$ cat src/rtl/bcd_pkg.sv
// ----------------------------------------------------------------------------
//  bcd_pkg : shared state encoding and digit-adjust helper for BCD conversion
//  Rev 1.0
// ----------------------------------------------------------------------------
`default_nettype none

package bcd_pkg;

   typedef enum logic [1:0] {
      IDLE  = 2'd0,
      ADJ   = 2'd1,
      SHIFT = 2'd2,
      DONE  = 2'd3
   } state_t;

   localparam logic [3:0] ADD3_THRESH = 4'd5;

   // A digit >= 5 becomes 8..12 after the add, so the following shift carries into the next digit.
   function automatic logic [3:0] digit_adj(input logic [3:0] d);
      return (d >= ADD3_THRESH) ? d + 4'd3 : d;
   endfunction

endpackage

`default_nettype wire

$ cat src/rtl/bcd_digit_adj.sv
// ----------------------------------------------------------------------------
//  bcd_digit_adj : combinational add-3 correction for one BCD digit
//  Rev 1.0
// ----------------------------------------------------------------------------
`default_nettype none

module bcd_digit_adj
   import bcd_pkg::*;
(
   input  logic [3:0] digit_in,
   output logic [3:0] digit_out
);

   assign digit_out = digit_adj(digit_in);

endmodule

`default_nettype wire

$ cat src/rtl/bin_to_bcd_shift_add3.sv
// ----------------------------------------------------------------------------
//  bin_to_bcd_shift_add3 : sequential double-dabble binary-to-packed-BCD converter
//  Rev 1.0
// ----------------------------------------------------------------------------
`default_nettype none

module bin_to_bcd_shift_add3
   import bcd_pkg::*;
#(
   parameter int BIN_W  = 10,
   parameter int DIGITS = 4
)(
   input  logic                  CLK,
   input  logic                  Rst,
   input  logic                  St,
   input  logic [BIN_W-1:0]      Binary,
   output logic                  Busy,
   output logic                  Done,
   output logic [4*DIGITS-1:0]   BCD
);

   localparam int ZW    = 4*DIGITS + BIN_W;
   localparam int CNT_W = $clog2(BIN_W+1);
   localparam logic [CNT_W-1:0] CNT_LAST = CNT_W'(BIN_W-1);

   if ((10**DIGITS) <= (2**BIN_W - 1)) begin : g_param_check
      $error("bin_to_bcd_shift_add3: DIGITS too small to represent 2**BIN_W-1");
   end

   state_t               state, state_n;
   logic [ZW-1:0]        z, z_n, z_adj, z_shl;
   logic [CNT_W-1:0]     cnt, cnt_n;
   logic [4*DIGITS-1:0]  bcd_n;
   logic                 busy_n, done_n;

   // Only the digit fields are corrected; the binary part passes through untouched.
   assign z_adj[BIN_W-1:0] = z[BIN_W-1:0];

   for (genvar i = 0; i < DIGITS; i++) begin : g_digit
      bcd_digit_adj u_adj (
         .digit_in  (z[BIN_W+4*i +: 4]),
         .digit_out (z_adj[BIN_W+4*i +: 4])
      );
   end

   assign z_shl = z << 1;

   always_ff @(posedge CLK) begin
      if (Rst) begin
         state <= IDLE;
         z     <= '0;
         cnt   <= '0;
         Busy  <= 1'b0;
         Done  <= 1'b0;
         BCD   <= '0;
      end else begin
         state <= state_n;
         z     <= z_n;
         cnt   <= cnt_n;
         Busy  <= busy_n;
         Done  <= done_n;
         BCD   <= bcd_n;
      end
   end

   always_comb begin
      state_n = state;
      z_n     = z;
      cnt_n   = cnt;
      bcd_n   = BCD;
      busy_n  = 1'b0;
      done_n  = 1'b0;
      case (state)
         IDLE: begin
            if (St) begin
               z_n     = ZW'(Binary);
               cnt_n   = '0;
               busy_n  = 1'b1;
               state_n = ADJ;
            end
         end
         ADJ: begin
            z_n     = z_adj;
            busy_n  = 1'b1;
            state_n = SHIFT;
         end
         SHIFT: begin
            z_n   = z_shl;
            cnt_n = cnt + CNT_W'(1);
            if (cnt == CNT_LAST) begin
               bcd_n   = z_shl[ZW-1 -: 4*DIGITS];
               done_n  = 1'b1;
               state_n = DONE;
            end else begin
               busy_n  = 1'b1;
               state_n = ADJ;
            end
         end
         DONE: begin
            state_n = IDLE;
         end
         default: begin
            z_n     = '0;
            cnt_n   = '0;
            state_n = IDLE;
         end
      endcase
   end

endmodule

`default_nettype wire

$ cat config.mk
export PLATFORM = sky130hd
export DESIGN_NAME = bin_to_bcd_shift_add3
export DESIGN_NICKNAME = d
export VERILOG_FILES = /design/src/rtl/bcd_pkg.sv /design/src/rtl/bcd_digit_adj.sv /design/src/rtl/bin_to_bcd_shift_add3.sv
export SDC_FILE = /design/constraint.sdc
export NUM_CORES = 1
export LEC_CHECK = 0
export BUFFER_PORTS_ARGS = -buffer_cell sky130_fd_sc_hd__buf_4
export CORE_ASPECT_RATIO = 1.1
export CORE_MARGIN = 2
export CORE_UTILIZATION = 53
export DETAILED_ROUTE_END_ITERATION = 10
export HOLD_SLACK_MARGIN = 0.08
export PLACE_DENSITY = 0.72
export SYNTH_ARGS = -nofsm -noshare
export SYNTH_HDL_FRONTEND = slang
export SYNTH_SLANG_ARGS = --single-unit
$ cat constraint.sdc
create_clock -name CLK -period 5.7 [get_ports CLK]
set_clock_uncertainty 0.15 [all_clocks]
set_input_delay 0.57 -clock CLK [delete_from_list [all_inputs] [get_ports CLK]]
set_output_delay 0.57 -clock CLK [all_outputs]
set_load 0.05 [all_outputs]
==> results of run 1 <==
[worst min-delay path, cell delays in order, from the launching register on]
cell and delay (ns):
dfxtp_1 0.31, nand2_1 0.05, a21oi_1 0.05
[kinds of logic (layout without fill, tap and decap cells)]
family / Yosys count / count (layout)
AND/OR/NAND/NOR: 115 / 115
multiplexers: 1 / 1
buffers and inverters: 35 / 50
flip-flops: 50 / 50
adder cells (fa/ha/maj): 15 / 15
XOR/XNOR: 4 / 4
AO/OA/AOI/OAI: 93 / 93
[report_power, final]
group          leakage [nW]  internal, W  switching [W]  total (W)
logic                 0.546    0.0000738       0.000129   0.000202
registers             0.405     0.000371      0.0000165   0.000387
clock network        0.0383    0.0000848       0.000113   0.000198
[final cells by class]
class	instances	area, sq um
well taps	56	70.07
clock buffers	7	76.32
inverters	13	48.80
flip-flops and latches	50	1001
multi-input cells	228	1420
fillers	465	1843
repair buffers	30	225.2
[worst max-delay path by stage]
stage                    end  slack [ns]  cells past startpoint
CTS                 state[1]        2.86                      6
global placement    state[1]        3.01                      6
detailed placement  state[1]        2.87                      6
global route        state[1]        2.55                      6
finish              state[1]        2.93                      6
floorplan              z[14]        3.85                      9
[per-layer routing]
| layer | track usage [%] | vias to the layer above | share of wire [%] |
|---|---|---|---|
| met5 | 0 | - | 0 |
| met2 | 34.53 | 29 | 47 |
| met1 | 24.05 | 992 | 49 |
| met4 | 8.113 | 0 | 1.4 |
| li1 | - | 1132 | - |
| met3 | 4.286 | 5 | 3.1 |
[registers in the layout, indices dropped and copies added (netlist names)]
| signal | count |
|---|---|
| BCD | 16 |
| Busy | 1 |
| Done | 1 |
| cnt | 4 |
| state | 2 |
| z | 26 |
[per-stage QoR]
step / cells / setup WS [ns] / utilization (%) / power (W) / cell area [sq um]
after floorplan: 313 / 3.846 / - / 0.0005669 / 2591
after global placement: 377 / 3.011 / 59.03 / 0.0005950 / 2765
after detailed placement: 377 / 2.871 / 59.03 / 0.0005992 / 2765
after CTS: 384 / 2.856 / 60.66 / 0.0007969 / 2841
after global routing: 384 / 2.545 / 60.66 / 0.0008341 / 2841
final: 384 / 2.926 / 60.66 / 0.0007880 / 2841
[cell usage after synthesis]
cell | instances | area [sq um]
nor2b_1 | 1 | 6.260
ha_1 | 15 | 187.7
buf_6 | 3 | 33.78
inv_1 | 13 | 48.80
nand2b_1 | 17 | 106.4
nand4b_1 | 12 | 105.1
o21ai_1 | 5 | 25.02
buf_4 | 3 | 22.52
o21ai_0 | 22 | 110.1
nor2_8 | 1 | 20.02
a311oi_1 | 9 | 78.83
a32oi_1 | 4 | 35.03
nor2_2 | 2 | 12.51
a21oi_1 | 37 | 185.2
nor3b_1 | 1 | 7.510
dfxtp_1 | 50 | 1001
xor2_1 | 4 | 35.03
or2_1 | 2 | 12.51
nand3b_1 | 7 | 52.55
a21oi_2 | 1 | 8.760
nor2b_4 | 1 | 13.76
buf_1 | 2 | 7.510
nand2_1 | 38 | 142.6
o21ai_2 | 1 | 8.760
o31ai_1 | 4 | 30.03
mux2i_4 | 1 | 22.52
nor2_1 | 16 | 60.06
and2_1 | 1 | 6.260
buf_2 | 4 | 20.02
o22ai_1 | 8 | 50.05
a211oi_1 | 1 | 7.510
clkbuf_1 | 10 | 37.54
nand3_1 | 10 | 50.05
nor3_1 | 5 | 25.02
a221oi_1 | 1 | 8.760
or3_1 | 1 | 6.260
==> results.tsv, run 1 <==
metric	value	unit
synthAdderAreaFrac	7.243	%
die-area	0.005465	sq mm
final_common_cell	dfxtp_1	
die_w	70.67	um
setup_violations	0	
pin_count	31	
drc	0	
cts_inserted_buffers	5	
worstSkewPairLatency	0.30	ns
cp_top_family	adder cells	
yosys.area_share.simple	24.19	%
cts_buffer_depth	2	
path_cells	inv_1 > ha_1 > inv_1 > nor2_2 > o21ai_0 > a21oi_1	
cpMostUsedCell	inv_1	
worstHoldStart	BCD[9]	
drt_first_pass_iters	4	
status	finished, final reports clean	
drt-initial-drc-count	189	
period_share	48.66	%
worstMarginPinSlew	0.8956	ns
ys_types	36	
fin_nets	356	
grt_max_degree	52	
grt.overflow.total	0	
cp_slowest_cell	ha_1	
avgSynthCellArea	8.279	sq um
synth.net_count	341	
core	0.004684	sq mm
start_kind	flop	
wl_per_cell	13.38	um
final_cell_mix	dfxtp_1, nand2_1, a21oi_1	
r2r-end	state[1]	
cts_setup_buffers	0	
cpPeakStageDelay	0.67	ns
synth_seq_cells	50	
cellPowerDensity	277.3	mW/mm^2
hold_viol	0	
required	5.78	ns
area_delta_synth_final	9.657	%
seq_area_frac_synth	38.63	%
cap_violations	0	
crit_buf_inv	2	
worst_hold_slack	0.3050	ns
via_count	2158	
worstSetupPathType	reg2reg	
synth_compound_area_share	21.15	%
synth_top_family_by_area	simple AND/OR/NAND/NOR gates	
gp_congestion	0.7571	
htree_levels	2	
startpoint	state[0]	
synthMuxAreaShare	0.8691	%
min_path_cells	2	
cts_hold_buf	0	
grt_util_all_layers	20.00	%
hold_class	reg2reg	
setup.worst_path.end_class	flop	
reg2reg_depth	6	
rsz0062_at_grt	no	
portBuffers	30	
drive_above_1_share	12.80	%
grt_pass1_vias	2015	
ant_nets	0	
antenna_found_initial	0	
clkTransAtPathRegs	0.08	ns
regToRegStartpoint	state[0]	
rrSetupSlack	2.93	ns
cts.repair.resized	0	
relSlewSlack	40.29	%
maxSlewViolCount	0	
hold_path_end	BCD[9]	
min_period	2.774	ns
irDropWorstVdd	0.0001697	V
cts_tree	done	
syn_area	0.002591	sq mm
crit_fanout	19	
rows	26	
fin_setup_tns	0	ns
p_leak	0.9894	nW
grt_first_pass_wirelength	8997	um
cts-root-buf	clkbuf_8	
initial_utilization	55.32	%
wirelength	5137	um
fmax	360.5	MHz
cp.arrival	2.86	ns
fp.dieH	77.34	um
postSynthCellCount	313	
diodes	0	
via_per_inst	5.620	
hpwl	3279	um
synthXorXnorAreaFrac	1.352	%
cts_num_sinks	50	
yosys_warnings	0	
(Power assumes the default switching activity.)
==> run 2: changes to the inputs <==
--- a/config.mk
+++ b/config.mk
@@ -8,10 +8,10 @@
 export BUFFER_PORTS_ARGS = -buffer_cell sky130_fd_sc_hd__buf_4
 export CORE_ASPECT_RATIO = 1.1
 export CORE_MARGIN = 2
-export CORE_UTILIZATION = 53
+export CORE_UTILIZATION = 52
 export DETAILED_ROUTE_END_ITERATION = 10
 export HOLD_SLACK_MARGIN = 0.08
-export PLACE_DENSITY = 0.72
+export PLACE_DENSITY = 0.73
 export SYNTH_ARGS = -nofsm -noshare
 export SYNTH_HDL_FRONTEND = slang
 export SYNTH_SLANG_ARGS = --single-unit
==> constraint.sdc (replaced) <==
create_clock -name CLK -period 2.4 [get_ports CLK]
set_clock_uncertainty 0.15 [all_clocks]
set_input_delay 0.24 -clock CLK [delete_from_list [all_inputs] [get_ports CLK]]
set_output_delay 0.24 -clock CLK [all_outputs]
set_load 0.05 [all_outputs]
==> run 2 against run 1 <==
Against the previous run: first-iteration DRC count fell by 19%; sequential power rose by 140%; design area rose by 7.0%; largest cell class unchanged.
==> results.tsv, run 2 (synthesized netlist as in run 1, its figures left out) <==
metric	value	unit
fin_nets	375	
wl_per_cell	13.55	um
required	2.45	ns
met3_length	198	um
clkTransAtPathRegs	0.09	ns
drive_above_1_share	15.52	%
die_w	71.31	um
irDropWorstVdd	0.0004158	V
power	0.002042	W
cts_num_sinks	50	
fin_setup_tns	0	ns
grt.overflow.total	0	
p_leak	1.096	nW
drt-initial-drc-count	154	
die-area	0.005564	sq mm
grt_max_degree	52	
initial_utilization	54.93	%
drc	0	
drt-met1-wl	2558	um
pin_count	31	
rsz0062_at_grt	no	
worstMarginPinSlew	0.6346	ns
cts_tree	done	
start_kind	flop	
portBuffers	30	
met2_length	2628	um
largest_reg_flops	26	
worstHoldStart	St	
min_path_cells	4	
core	0.004717	sq mm
min_period	2.074	ns
grt_pass1_vias	2017	
hold_class	in2reg	
regToRegStartpoint	state[0]	
maxSlewViolCount	0	
rrSetupSlack	0.33	ns
final_cell_area	0.003042	sq mm
final_common_cell	dfxtp_1	
cp.arrival	2.13	ns
fp.dieH	78.04	um
cts_buffer_depth	2	
antenna_found_initial	0	
hpwl	3607	um
setup.worst_path.end_class	flop	
reg2reg_depth	6	
via_count	2257	
drt_first_pass_iters	6	
dpl_cell_area	0.002833	sq mm
cts_setup_buffers	0	
cap_violations	0	
htree_levels	2	
via_per_inst	5.587	
worstSetupPathType	reg2reg	
period_share	86.42	%
registers.top_by_ff_count	z	
crit_fanout	10	
r2r-end	z[17]	
highest_layer	met4	
ant_nets	0	
area_delta_synth_final	17.38	%
cts_inserted_buffers	5	
fmax	482.1	MHz
diodes	0	
status	finished, final reports clean	
grt_util_all_layers	20.22	%
setup_violations	0	
hold_path_end	cnt[2]	
cellPowerDensity	671.3	mW/mm^2
reg_top3	z x26, BCD x16, cnt x4	
final_cell_mix	dfxtp_1, buf_4, nand2_1	
gp_congestion	0.8036	
hold_viol	0	
worstSkewPairLatency	0.30	ns
grt_first_pass_wirelength	9197	um
wirelength	5475	um
rows	26	
relSlewSlack	57.69	%
cts-root-buf	clkbuf_8	
run 2: cell count changes in the layout (fill, tap and decap cells not counted):
cell,before,now
buf_4,30,39
dlygate4sd3_1,0,10
clkbuf_1,2,0
bufinv_16,0,1
clkinv_2,0,2
run 2: how the worst max path moves through the flow:
stage,slack (ns),startpoint,to
2_1_floorplan,0.55,state[0],z[14]
3_3_place_gp,0.50,state[1],z[21]
3_5_place_dp,0.41,state[0],BCD[2]
4_1_cts,0.35,state[0],z[17]
5_1_grt,0.09,state[0],BCD[13]
6_report,0.33,state[0],z[17]
run 2: cell type report:
type                       count  area (sq um)
timing repair buffer          49         392.9
inverter                      13         48.80
multi-input combinational    228          1420
clock inverter                 3         40.04
tap                           56         70.07
fill                         394          1675
sequential                    50          1001
clock buffer                   5         68.82
run 2: worst max-delay path: stages (launching register included):
cell and delay, ns:
dfxtp_1 0.37, inv_1 0.11, ha_1 0.28, nor2b_4 0.19
nor2_2 0.30, nand3b_1 0.25, o31ai_1 0.33
run 2: power breakdown:
group | switching (W) | leakage (nW) | internal [W]
Clock | 0.000280 | 0.0579 | 0.000307
Sequential | 0.0000389 | 0.405 | 0.000881
Combinational | 0.000318 | 0.632 | 0.000217
run 2: stage by stage:
step | cells | util [%] | hold WS (ns) | setup slack (ns)
2_1_floorplan | 313 | - | 0.2548 | 0.5461
3_3_place_gp | 386 | 60.05 | 0.2917 | 0.5044
5_1_grt | 404 | 64.48 | 0.2259 | 0.09378
3_5_place_dp | 386 | 60.05 | 0.2966 | 0.4131
6_report | 404 | 64.48 | 0.2101 | 0.3259
4_1_cts | 404 | 64.48 | 0.2071 | 0.3505
run 2: metal layers:
| layer | global-route usage (%) | vias to the layer above |
|---|---|---|
| met1 | 25.89 | 1026 |
| met2 | 34.07 | 53 |
| met5 | 0 | - |
| met4 | 7.170 | 0 |
| met3 | 3.466 | 10 |
| li1 | - | 1168 |
run 2: repair_timing:
| item | CTS | global route |
|---|---|---|
| resized for setup | 0 | 0 |
| hold endpoints to repair | 10 | 0 |
| hold buffers | 10 | 0 |
| setup endpoints to repair | 0 | 0 |
==> run 3: changes to the inputs <==
--- a/config.mk
+++ b/config.mk
@@ -5,6 +5,7 @@
 export SDC_FILE = /design/constraint.sdc
 export NUM_CORES = 1
 export LEC_CHECK = 0
+export ABC_AREA = 1
 export BUFFER_PORTS_ARGS = -buffer_cell sky130_fd_sc_hd__buf_4
 export CORE_ASPECT_RATIO = 1.1
 export CORE_MARGIN = 2
==> run 3 against run 2 <==
Against the previous run: global-route usage up 0.45 points; sequential power up 9.8%; via count up 0.62%; non-clock buffer count down 14; area after synthesis down 2.3%; largest cell class unchanged.
==> results.tsv, run 3 <==
metric	value	unit
cap_violations	0	
cellPowerDensity	795.2	mW/mm^2
ys_types	29	
drive_above_1_share	15.11	%
irDropWorstVdd	0.0005038	V
syn_area	0.002532	sq mm
setup_violations	0	
largest_reg_flops	26	
cts_tree	done	
cts-root-buf	clkbuf_8	
synth.most_common_cell	nand2_1	
synth_compound_area_share	18.58	%
gp_congestion	0.8189	
yosys.area_share.simple	24.41	%
drt_first_pass_iters	6	
synth.net_count	367	
crit_fanout	18	
worstSetupPathType	reg2reg	
cts_inserted_buffers	5	
yosysTopAreaCell	dfxtp_1	
diodes	0	
fillers	439	
portBuffers	30	
synth_top_cells_by_count	nand2_1, dfxtp_1, nand3_1	
registers.top_by_ff_count	z	
synth_area_leaders	dfxtp_1, nand2_1, nand3_1	
hold_class	in2reg	
antenna_found_initial	0	
reg_top3	z x26, BCD x16, cnt x4	
grt_first_pass_wirelength	9121	um
worstSkewPairLatency	0.30	ns
avgSynthCellArea	7.470	sq um
drc	0	
fin_setup_tns	0	ns
setup_ws	0.3138	ns
synth_seq_cells	50	
synth_top_area_share	39.53	%
power_frac_seq	44.2	%
hpwl	3813	um
status	finished, final reports clean	
grt_max_degree	22	
htree_levels	2	
start_kind	flop	
post-place-ws	0.3210	ns
wl_per_cell	12.85	um
async_flop_share	0	%
ant_nets	0	
area_delta_synth_final	12.99	%
cp.arrival	2.13	ns
p_comb_share	34.7	%
cts_setup_buffers	0	
relSlewSlack	66.12	%
cts_num_sinks	50	
seq_area_frac_synth	39.53	%
fmax	479.3	MHz
p_int	0.001407	W
setup.worst_path.end_class	flop	
switching_share	38.16	%
p_clk_share	21.1	%
grt_util_all_layers	20.67	%
core	0.004684	sq mm
fp.dieH	77.19	um
yosys_warnings	0	
synthMuxAreaShare	0	%
rsz0062_at_grt	no	
hold_viol	0	
clkTransAtPathRegs	0.09	ns
cts_buffer_depth	2	
maxSlewViolCount	0	
grt_pass1_vias	2058	
synth-edff-count	0	
min_path_cells	4	
final_common_cell	nand2_1	
pin_count	31	
synth-main-ff-cell	dfxtp_1	
synth_top_family_by_area	simple AND/OR/NAND/NOR gates	
required	2.45	ns
synthAdderAreaFrac	7.411	%
switchingPower	0.0008682	W
die-area	0.005445	sq mm
p_leak	1.314	nW
via_per_inst	5.407	
die_w	70.54	um
fin_nets	391	
wirelength	5395	um
initial_utilization	54.06	%
via_count	2271	
synthXorXnorAreaFrac	0	%
final_cell_mix	nand2_1, dfxtp_1, nand3_1	
period_share	86.92	%
grt.overflow.total	0	
postSynthCellCount	339	
worstMarginPinSlew	0.5076	ns
min_period	2.086	ns
rows	26	
drt-initial-drc-count	164	
reg2reg_depth	7	
## run 3: changes by cell type after synthesis, sizes merged, moves of 5 or more
cell    delta
clkbuf     -5
nor2       -5
a311oi     -8
a21oi     -11
nand3b     -7
o211a      +8
nand2     +43
nand3     +29
nand2b    -17
inv       +25
nand4b    -12
## run 3: logic make-up (layout without fill, tap and decap cells)
| group | Yosys count | count (layout) |
|---|---|---|
| and+or+nand+nor | 140 | 140 |
| AOI/OAI and AO/OA | 77 | 77 |
| buffers and inverters | 57 | 82 |
| DFF | 50 | 50 |
| adders and majority gates | 15 | 15 |
## run 3: path summary, 6_finish.rpt
path	slack [ns]	from	to
setup reg to reg	0.31	state[0]	z[9]
hold reg to reg	0.30	BCD[0]	BCD[0]
hold / removal	0.12	Binary[8]	z[8]
setup / recovery	0.31	state[0]	z[9]
## run 3: critical path, stage by stage (launching register included)
cell	delay (ns)
dfxtp_1	0.35
inv_1	0.14
ha_1	0.46
o21ai_2	0.18
nor2_4	0.34
inv_1	0.13
o21ai_0	0.17
a21oi_1	0.05
## run 3: power groups by stage
stage	sequential [W]	combinational (W)	clock [W]
6_report	0.00101	0.000789	0.000480
5_1_grt	0.00102	0.000898	0.000522
4_1_cts	0.00101	0.000791	0.000495
3_5_place_dp	0.00103	0.000781	0
3_3_place_gp	0.00102	0.000766	0
2_1_floorplan	0.00102	0.000642	0
## run 3: what timing repair did
| action | in CTS | in global routing |
|---|---|---|
| endpoints found under the hold margin | 1 | 0 |
| hold buffers | 2 | 0 |
| resized for setup | 0 | 0 |
## run 3: area by class of cell
cell class,count,area [sq um],share of cell area [%]
clock buffers,6,72.57,2.536
clock inverters,2,13.76,0.4810
inverters,39,147.6,5.160
multi-input cells,232,1276,44.60
flip-flops and latches,50,1001,34.98
well taps,56,70.07,2.449
repair buffers,35,280.3,9.795
## run 3: routing by layer
layer / vias to the layer above / global-route usage (%) / wire length (um)
met4: 0 / 6.981 / 106
met2: 48 / 35.75 / 2661
met3: 12 / 3.942 / 216
met5: - / 0 / 0
li1: 1169 / - / -
met1: 1042 / 25.61 / 2410
## run 3: through the flow
stage	total power, W	area (sq um)	std cells	utilization (%)	hold WS, ns
after floorplan	0.001659	2532	339	-	0.2335
after global placement	0.001786	2755	410	58.81	0.2824
after detailed placement	0.001806	2755	410	58.81	0.2866
after CTS	0.002291	2861	420	61.08	0.1182
after global routing	0.002439	2861	420	61.08	0.1319
final	0.002275	2861	420	61.08	0.1220
